**config.mk**
```make
export PLATFORM = sky130hd
export DESIGN_NAME = imm_stage
export DESIGN_NICKNAME = d
export VERILOG_FILES = /design/src/rtl/imm_stage.sv
export SDC_FILE = /design/constraint.sdc
export NUM_CORES = 1
export LEC_CHECK = 0
export ABC_AREA = 1
export CORE_ASPECT_RATIO = 1.75
export CORE_UTILIZATION = 45
export DETAILED_ROUTE_END_ITERATION = 7
export GPL_ROUTABILITY_DRIVEN = 0
export GPL_TIMING_DRIVEN = 0
export PLACE_DENSITY = 0.77
export RECOVER_POWER = 50
export SYNTH_ARGS = -nofsm -noshare
export SYNTH_HDL_FRONTEND = slang
export SYNTH_SLANG_ARGS = --single-unit
export TNS_END_PERCENT = 20
```
**constraint.sdc**
```tcl
create_clock -name i_clk -period 5.7 [get_ports i_clk]
set_input_delay 0.855 -clock i_clk [delete_from_list [all_inputs] [get_ports i_clk]]
set_output_delay 0.855 -clock i_clk [all_outputs]
set_load 0.01 [all_outputs]
```
**src/rtl/imm_stage.sv**
```systemverilog
`default_nettype none
// ---------------------------------------------------------------------------
// imm_stage : registered immediate-generation stage with a 2-entry skid buffer
// Optional feature macro: IMM_ILLEGAL_CHECK_EN (flag non-one-hot formats)
// Revision  : 1.0
// ---------------------------------------------------------------------------
module imm_stage #(
   parameter int XLEN  = 32,
   parameter int TAG_W = 5
) (
   input  logic             i_clk,
   input  logic             i_rst,
   input  logic             i_flush,
   input  logic             i_valid,
   output logic             o_ready,
   input  logic [31:0]      i_inst,
   input  logic [6:0]       i_format,
   input  logic [TAG_W-1:0] i_tag,
   output logic             o_valid,
   input  logic             i_ready,
   output logic [XLEN-1:0]  o_immediate,
   output logic [6:0]       o_format,
   output logic [TAG_W-1:0] o_tag,
   output logic             o_illegal
);

   typedef enum logic [1:0] {
      EMPTY = 2'd0,
      ONE   = 2'd1,
      TWO   = 2'd2
   } state_t;

   state_t            state;
   logic [31:0]       imm32;
   logic [XLEN-1:0]   imm_ext;
   logic [XLEN-1:0]   new_imm;
   logic              new_illegal;
   logic              accept;
   logic              consume;
   logic [XLEN-1:0]   skid_imm;
   logic [6:0]        skid_format;
   logic [TAG_W-1:0]  skid_tag;
   logic              skid_illegal;
   logic              unused_opcode;

   assign unused_opcode = ^i_inst[6:0];

   // Lowest set format bit wins; all-zero falls through to R (zero).
   always_comb begin
      imm32 = 32'd0;
      if (i_format[0])
         imm32 = 32'd0;
      else if (i_format[1])
         imm32 = {{20{i_inst[31]}}, i_inst[31:20]};
      else if (i_format[2])
         imm32 = {{20{i_inst[31]}}, i_inst[31:25], i_inst[11:7]};
      else if (i_format[3])
         imm32 = {{19{i_inst[31]}}, i_inst[31], i_inst[7], i_inst[30:25], i_inst[11:8], 1'b0};
      else if (i_format[4])
         imm32 = {i_inst[31:12], 12'd0};
      else if (i_format[5])
         imm32 = {{11{i_inst[31]}}, i_inst[31], i_inst[19:12], i_inst[20], i_inst[30:21], 1'b0};
      else if (i_format[6])
         imm32 = {27'd0, i_inst[19:15]};
   end

   generate
      if (XLEN > 32) begin : g_ext_wide
         assign imm_ext = {{(XLEN-32){imm32[31]}}, imm32};
      end else begin : g_ext_narrow
         assign imm_ext = imm32[XLEN-1:0];
      end
   endgenerate

`ifdef IMM_ILLEGAL_CHECK_EN
   assign new_illegal = (i_format == 7'd0) || ((i_format & (i_format - 7'd1)) != 7'd0);
   assign new_imm     = new_illegal ? '0 : imm_ext;
`else
   assign new_illegal = 1'b0;
   assign new_imm     = imm_ext;
`endif

   assign accept  = i_valid && o_ready;
   assign consume = o_valid && i_ready;

   always_ff @(posedge i_clk or posedge i_rst) begin
      if (i_rst) begin
         state        <= EMPTY;
         o_valid      <= 1'b0;
         o_ready      <= 1'b1;
         o_immediate  <= '0;
         o_format     <= '0;
         o_tag        <= '0;
         o_illegal    <= 1'b0;
         skid_imm     <= '0;
         skid_format  <= '0;
         skid_tag     <= '0;
         skid_illegal <= 1'b0;
      end else if (i_flush) begin
         state   <= EMPTY;
         o_valid <= 1'b0;
         o_ready <= 1'b1;
      end else begin
         case (state)
            EMPTY: begin
               if (accept) begin
                  o_immediate <= new_imm;
                  o_format    <= i_format;
                  o_tag       <= i_tag;
                  o_illegal   <= new_illegal;
                  o_valid     <= 1'b1;
                  state       <= ONE;
               end
            end
            ONE: begin
               if (accept && !consume) begin
                  skid_imm     <= new_imm;
                  skid_format  <= i_format;
                  skid_tag     <= i_tag;
                  skid_illegal <= new_illegal;
                  o_ready      <= 1'b0;
                  state        <= TWO;
               end else if (consume && !accept) begin
                  o_valid <= 1'b0;
                  state   <= EMPTY;
               end else if (accept && consume) begin
                  o_immediate <= new_imm;
                  o_format    <= i_format;
                  o_tag       <= i_tag;
                  o_illegal   <= new_illegal;
               end
            end
            TWO: begin
               // o_ready is low here, so only a drain can happen.
               if (consume) begin
                  o_immediate <= skid_imm;
                  o_format    <= skid_format;
                  o_tag       <= skid_tag;
                  o_illegal   <= skid_illegal;
                  o_ready     <= 1'b1;
                  state       <= ONE;
               end
            end
            default: begin
               state   <= EMPTY;
               o_valid <= 1'b0;
               o_ready <= 1'b1;
            end
         endcase
      end
   end

endmodule
`default_nettype wire

```
### Word-level counts from Yosys, hierarchy flattened

Index checks and enable logic that the tools add are counted.

| storage, ports and cells | value |
|---|---|
| input bits | 49 |
| RAM bits | 0 |
| memory bits (read-only) | 0 |
| logic and storage cells | 86 |
| memories kept | 0 |
| bits in registers | 93 |
| latch bits | 0 |
| output and inout bits | 47 |

| operators by class | value |
|---|---|
| $add $sub $neg | 0 |
| divide/modulo/power cells | 0 |
| $lt $le $gt $ge | 0 |
| bitwise operators | 1 |
| muxes and demuxes | 46 |
| $mul | 0 |
| eq/ne operators | 15 |
| reductions and logical operators | 14 |
| shift-type cells | 0 |

Operator list:

| operator | number |
|---|---|
| $mux W32 | 11 |
| $pmux W32 S3 | 1 |
| $mux W7 | 5 |
| $mux W5 | 6 |
| $pmux W7 S3 | 1 |
| $ne A3 B3 Y1 const B | 5 |
| $pmux W5 S3 | 1 |
| $ne A2 B2 Y1 const B | 7 |
| $mux W1 | 12 |
| $mux W2 | 5 |
| $pmux W1 S3 | 3 |
| $reduce_and A3 Y1 | 3 |
| $reduce_and A7 Y1 | 1 |
| $pmux W2 S3 | 1 |
| $logic_and A1 B1 Y1 | 5 |
| $ne A4 B4 Y1 const B | 1 |
| $reduce_and A4 Y1 | 1 |
| $reduce_bool A3 Y1 | 1 |
| $eq A2 B1 Y1 const B | 1 |
| $eq A2 B2 Y1 const B | 1 |
| $logic_not A1 Y1 | 2 |
| $logic_not A2 Y1 | 1 |
| $not A1 Y1 | 1 |

### Logic depth before layout (Yosys ltp)

| depth | value |
|---|---|
| depth in word-level cells | 11 |
| depth in mapped cells | 10 |
| depth with buffers taken out | 9 |

### Worst setup path after synthesis

OpenSTA, ideal clock, no wires.

| timing | value |
|---|---|
| kind | input to register |
| from | in i_format[0] |
| to | reg skid_imm[14] |
| stages | 7 |
| setup time | 0.083 ns |
| setup slack | 3.954 ns |
| data arrival time | 1.663 ns |
| required time | 5.617 ns |
| cell sequence | buf_2 > inv_1 > clkbuf_1 > nand4_1 > nand2_1 > nand2_1 > o21ai_0 |

| on the way | value |
|---|---|
| longest elaborated chain between the ends | 1 |

RTL lines:

| element | line | RTL |
|---|---|---|
| start, declared | 17 | `input logic [6:0] i_format,` |
| $mux W32 | 51 | `if (i_format[0])` |
| end signal, assigned | 117 | `skid_imm <= new_imm;` |
| end, declared | 40 | `logic [XLEN-1:0] skid_imm;` |

Every way passes these cells.
A chain may end at the register's enable or synchronous reset.

==> flow_metrics.tcl <==
set metrics [dict create \
    outcome "finished, violations left" \
    violations "capacitance limit, slew limit" \
    finalSetupViolations 0 \
    crit_path_top_delay_cell "clkinvlp_2" \
    regArea_sq_um 2300 \
    die_h_um 137 \
    critPathMaxFanout 53 \
    dp_slack_ns 3.19 \
    syn2layout_area_growth_pct 28.5 \
    hold_path_class "flop to flop" \
    place_area_sq_um 5730 \
    postLayoutSetupSlackWorst_ns 3.28 \
    cpLargestDelayFamily "buffers and inverters" \
    firstDrtPassIters 5 \
    fill_cells 933 \
    cts_max_level 3 \
    hold_depth 2 \
    syn_area_per_cell_sq_um 7.33 \
    nNetsFinal 786 \
    postCtsSetupRepairBufs 0 \
    pwr-share-comb_pct 37.2 \
    grt.overflow.total 0 \
    drc 0 \
    relSlewSlack_pct -24.4 \
    ys_ff_latch 92 \
    dp_hpwl_um 9600 \
    root_buffer "clkbuf_16" \
    grt_max_degree 54 \
    clock_power_share_pct 24.2 \
    final_cell_mix "266 x nand2_1, 91 x dfrtp_1, 77 x nor2_1" \
    antenna_left 0 \
    drive_above_1_share_pct 7.41 \
    cts-buffers-inserted 9 \
    syn-num-nets 690 \
    final_cell_count_no_fill 869 \
    ys_seq_area_share_pct 49.0 \
    crit_chain "dlygate4sd3_1 > clkinvlp_2 > buf_16" \
    p_leak_nw 3.19 \
    end_kind "async pin" \
    layout_commonest_cell "nand2_1" \
    drt_iter0_drc 408 \
    post_drt_wl_per_cell_um 15.2 \
    syn_inst 641 \
    cp_slowest_stage_delay_ns 1.08 \
    crit_type "input pin to async pin" \
    finalHoldViolations 0 \
    dp_cells 853 \
    ioPinCount 96 \
    postLayoutCoreUtil_pct 59.0 \
    die_x_um 79.3 \
    dieArea_sq_um 10900 \
    tritoncts "done" \
    cts.sink_count 92 \
    critical_path_buf_inv_count 3 \
    syn_area_sq_um 4700 \
    antenna_found_initial 0 \
    peakVddDrop_v 0.000187 \
    clkTransAtPathRegs_ns 0.06 \
    hold_buffers 0 \
    vias 4638 \
    p_seq_share_pct 38.7 \
    grt_pass1_wl_um 21300 \
    ys_warn_count 0 \
    rsz0062_at_grt "false" \
    diodes 0 \
    synth_cell_types 24 \
    initial_core_util_pct 45.9 \
    port_buffers 84 \
    viasPerCell 5.34 \
    tightest_slew_ns 1.86 \
    wl_um 13200 \
    r2r_cells 6 \
    p_int_w 0.00182 \
    row_count 49 \
    max_freq_ghz 0.413 \
    startpoint_type "input pin" \
    fin_skew_ns 0.00664 \
    cts_resized 0 \
    cts.path.max_buffers 2 \
    maxSlewViolCount 40 \
    core-area_sq_um 10200 \
    power.density_nw_per_um2 459 \
    cp.required_ns 6.16 \
    cp.arrival_ns 2.88 \
    finalCritPeriodShare_pct 42.4 \
    netSwitchingFraction_pct 34.5 \
    fin_tns_setup_ns 0 \
    path_depth 3 \
    final_area_sq_um 6040 \
    grt_pass1_vias 4607 \
    clk_latency_ns 0.35 \
    multi_input_area_sq_um 2020 \
    netSwitchingPower_w 0.000955 \
    finalCriticalPeriod_ns 2.42 \
    grtUsageTotal_pct 25.7 \
    drv_cap 1 \
]
-- power by group through the flow --
stage,logic (W),registers [W],clock network (W)
after floorplan,0.000536,0.00112,0
after global placement,0.00101,0.00107,0
after detailed placement,0.00105,0.00108,0
after CTS,0.00106,0.00107,0.000675
after global routing,0.00115,0.00110,0.000700
final,0.00103,0.00107,0.000670
-- state kept, by name, indices dropped and copies added, names as in the netlist --
name	flops
skid_format	7
o_ready	1
o_immediate	32
o_format	7
o_valid	1
skid_imm	32
skid_tag	5
o_tag	5
state	2
-- cell families (layout without fill, tap and decap cells) --
group	count (synthesis)	count (layout)	share of synthesized area, %
and+or+nand+nor	387	387	33.0
DFF	92	92	49.0
AOI/OAI and AO/OA	85	85	10.4
buffers and inverters	76	177	7.45
other	1	1	0.0798
-- worst paths after layout --
path / from / endpoint / slack, ns
worst max register to register: state[1] / o_immediate[3] / 3.87
max in group i_clk: i_flush / skid_imm[7] / 3.29
worst min register to register: o_immediate[9] / o_immediate[9] / 0.47
worst max-delay path: i_rst / o_ready / 3.28
worst min-delay path: o_immediate[9] / o_immediate[9] / 0.47
min in group asynchronous: i_rst / o_immediate[21] / 1.44
-- layout make-up --
cell class	instances	area share, %
clock buffers	13	4.48
plain buffers	36	3.27
well taps	127	2.63
clock inverters	3	1.12
inverters	40	2.51
multi-input cells	473	33.5
flip-flops and latches	92	38.1
repair buffers	85	14.4
-- layer usage --
layer | wire length (um) | track usage, %
met4 | 791 | 17.7
met5 | 0 | 0
met3 | 771 | 3.71
met1 | 5160 | 30.0
met2 | 6490 | 43.0
-- synth_stat cells (all sizes together) --
cell	n	area (sq um)
nand2	267	1010
a21oi	26	130
o31ai	12	120
buf	27	166
or2	1	6.26
dfstp	1	26.3
nand4	11	68.8
dfrtp	91	2280
conb	1	3.75
nor3	1	16.3
clkbuf	9	33.8
o21ai	47	239
nor2	79	302
nand3	28	150
inv	40	150
-- per-stage QoR --
stage          total power, W  hold slack [ns]
3_5_place_dp          0.00212            0.464
2_1_floorplan         0.00165            0.450
5_1_grt               0.00295            0.495
6_report              0.00277            0.473
4_1_cts               0.00280            0.486
3_3_place_gp          0.00208            0.462
-- worst min-delay path: stages, from the launching register on --
cell	delay (ns)
dfrtp_1	0.33
nand2_1	0.05
nand2_1	0.06
Note: power is estimated with default switching activity, not from simulation.
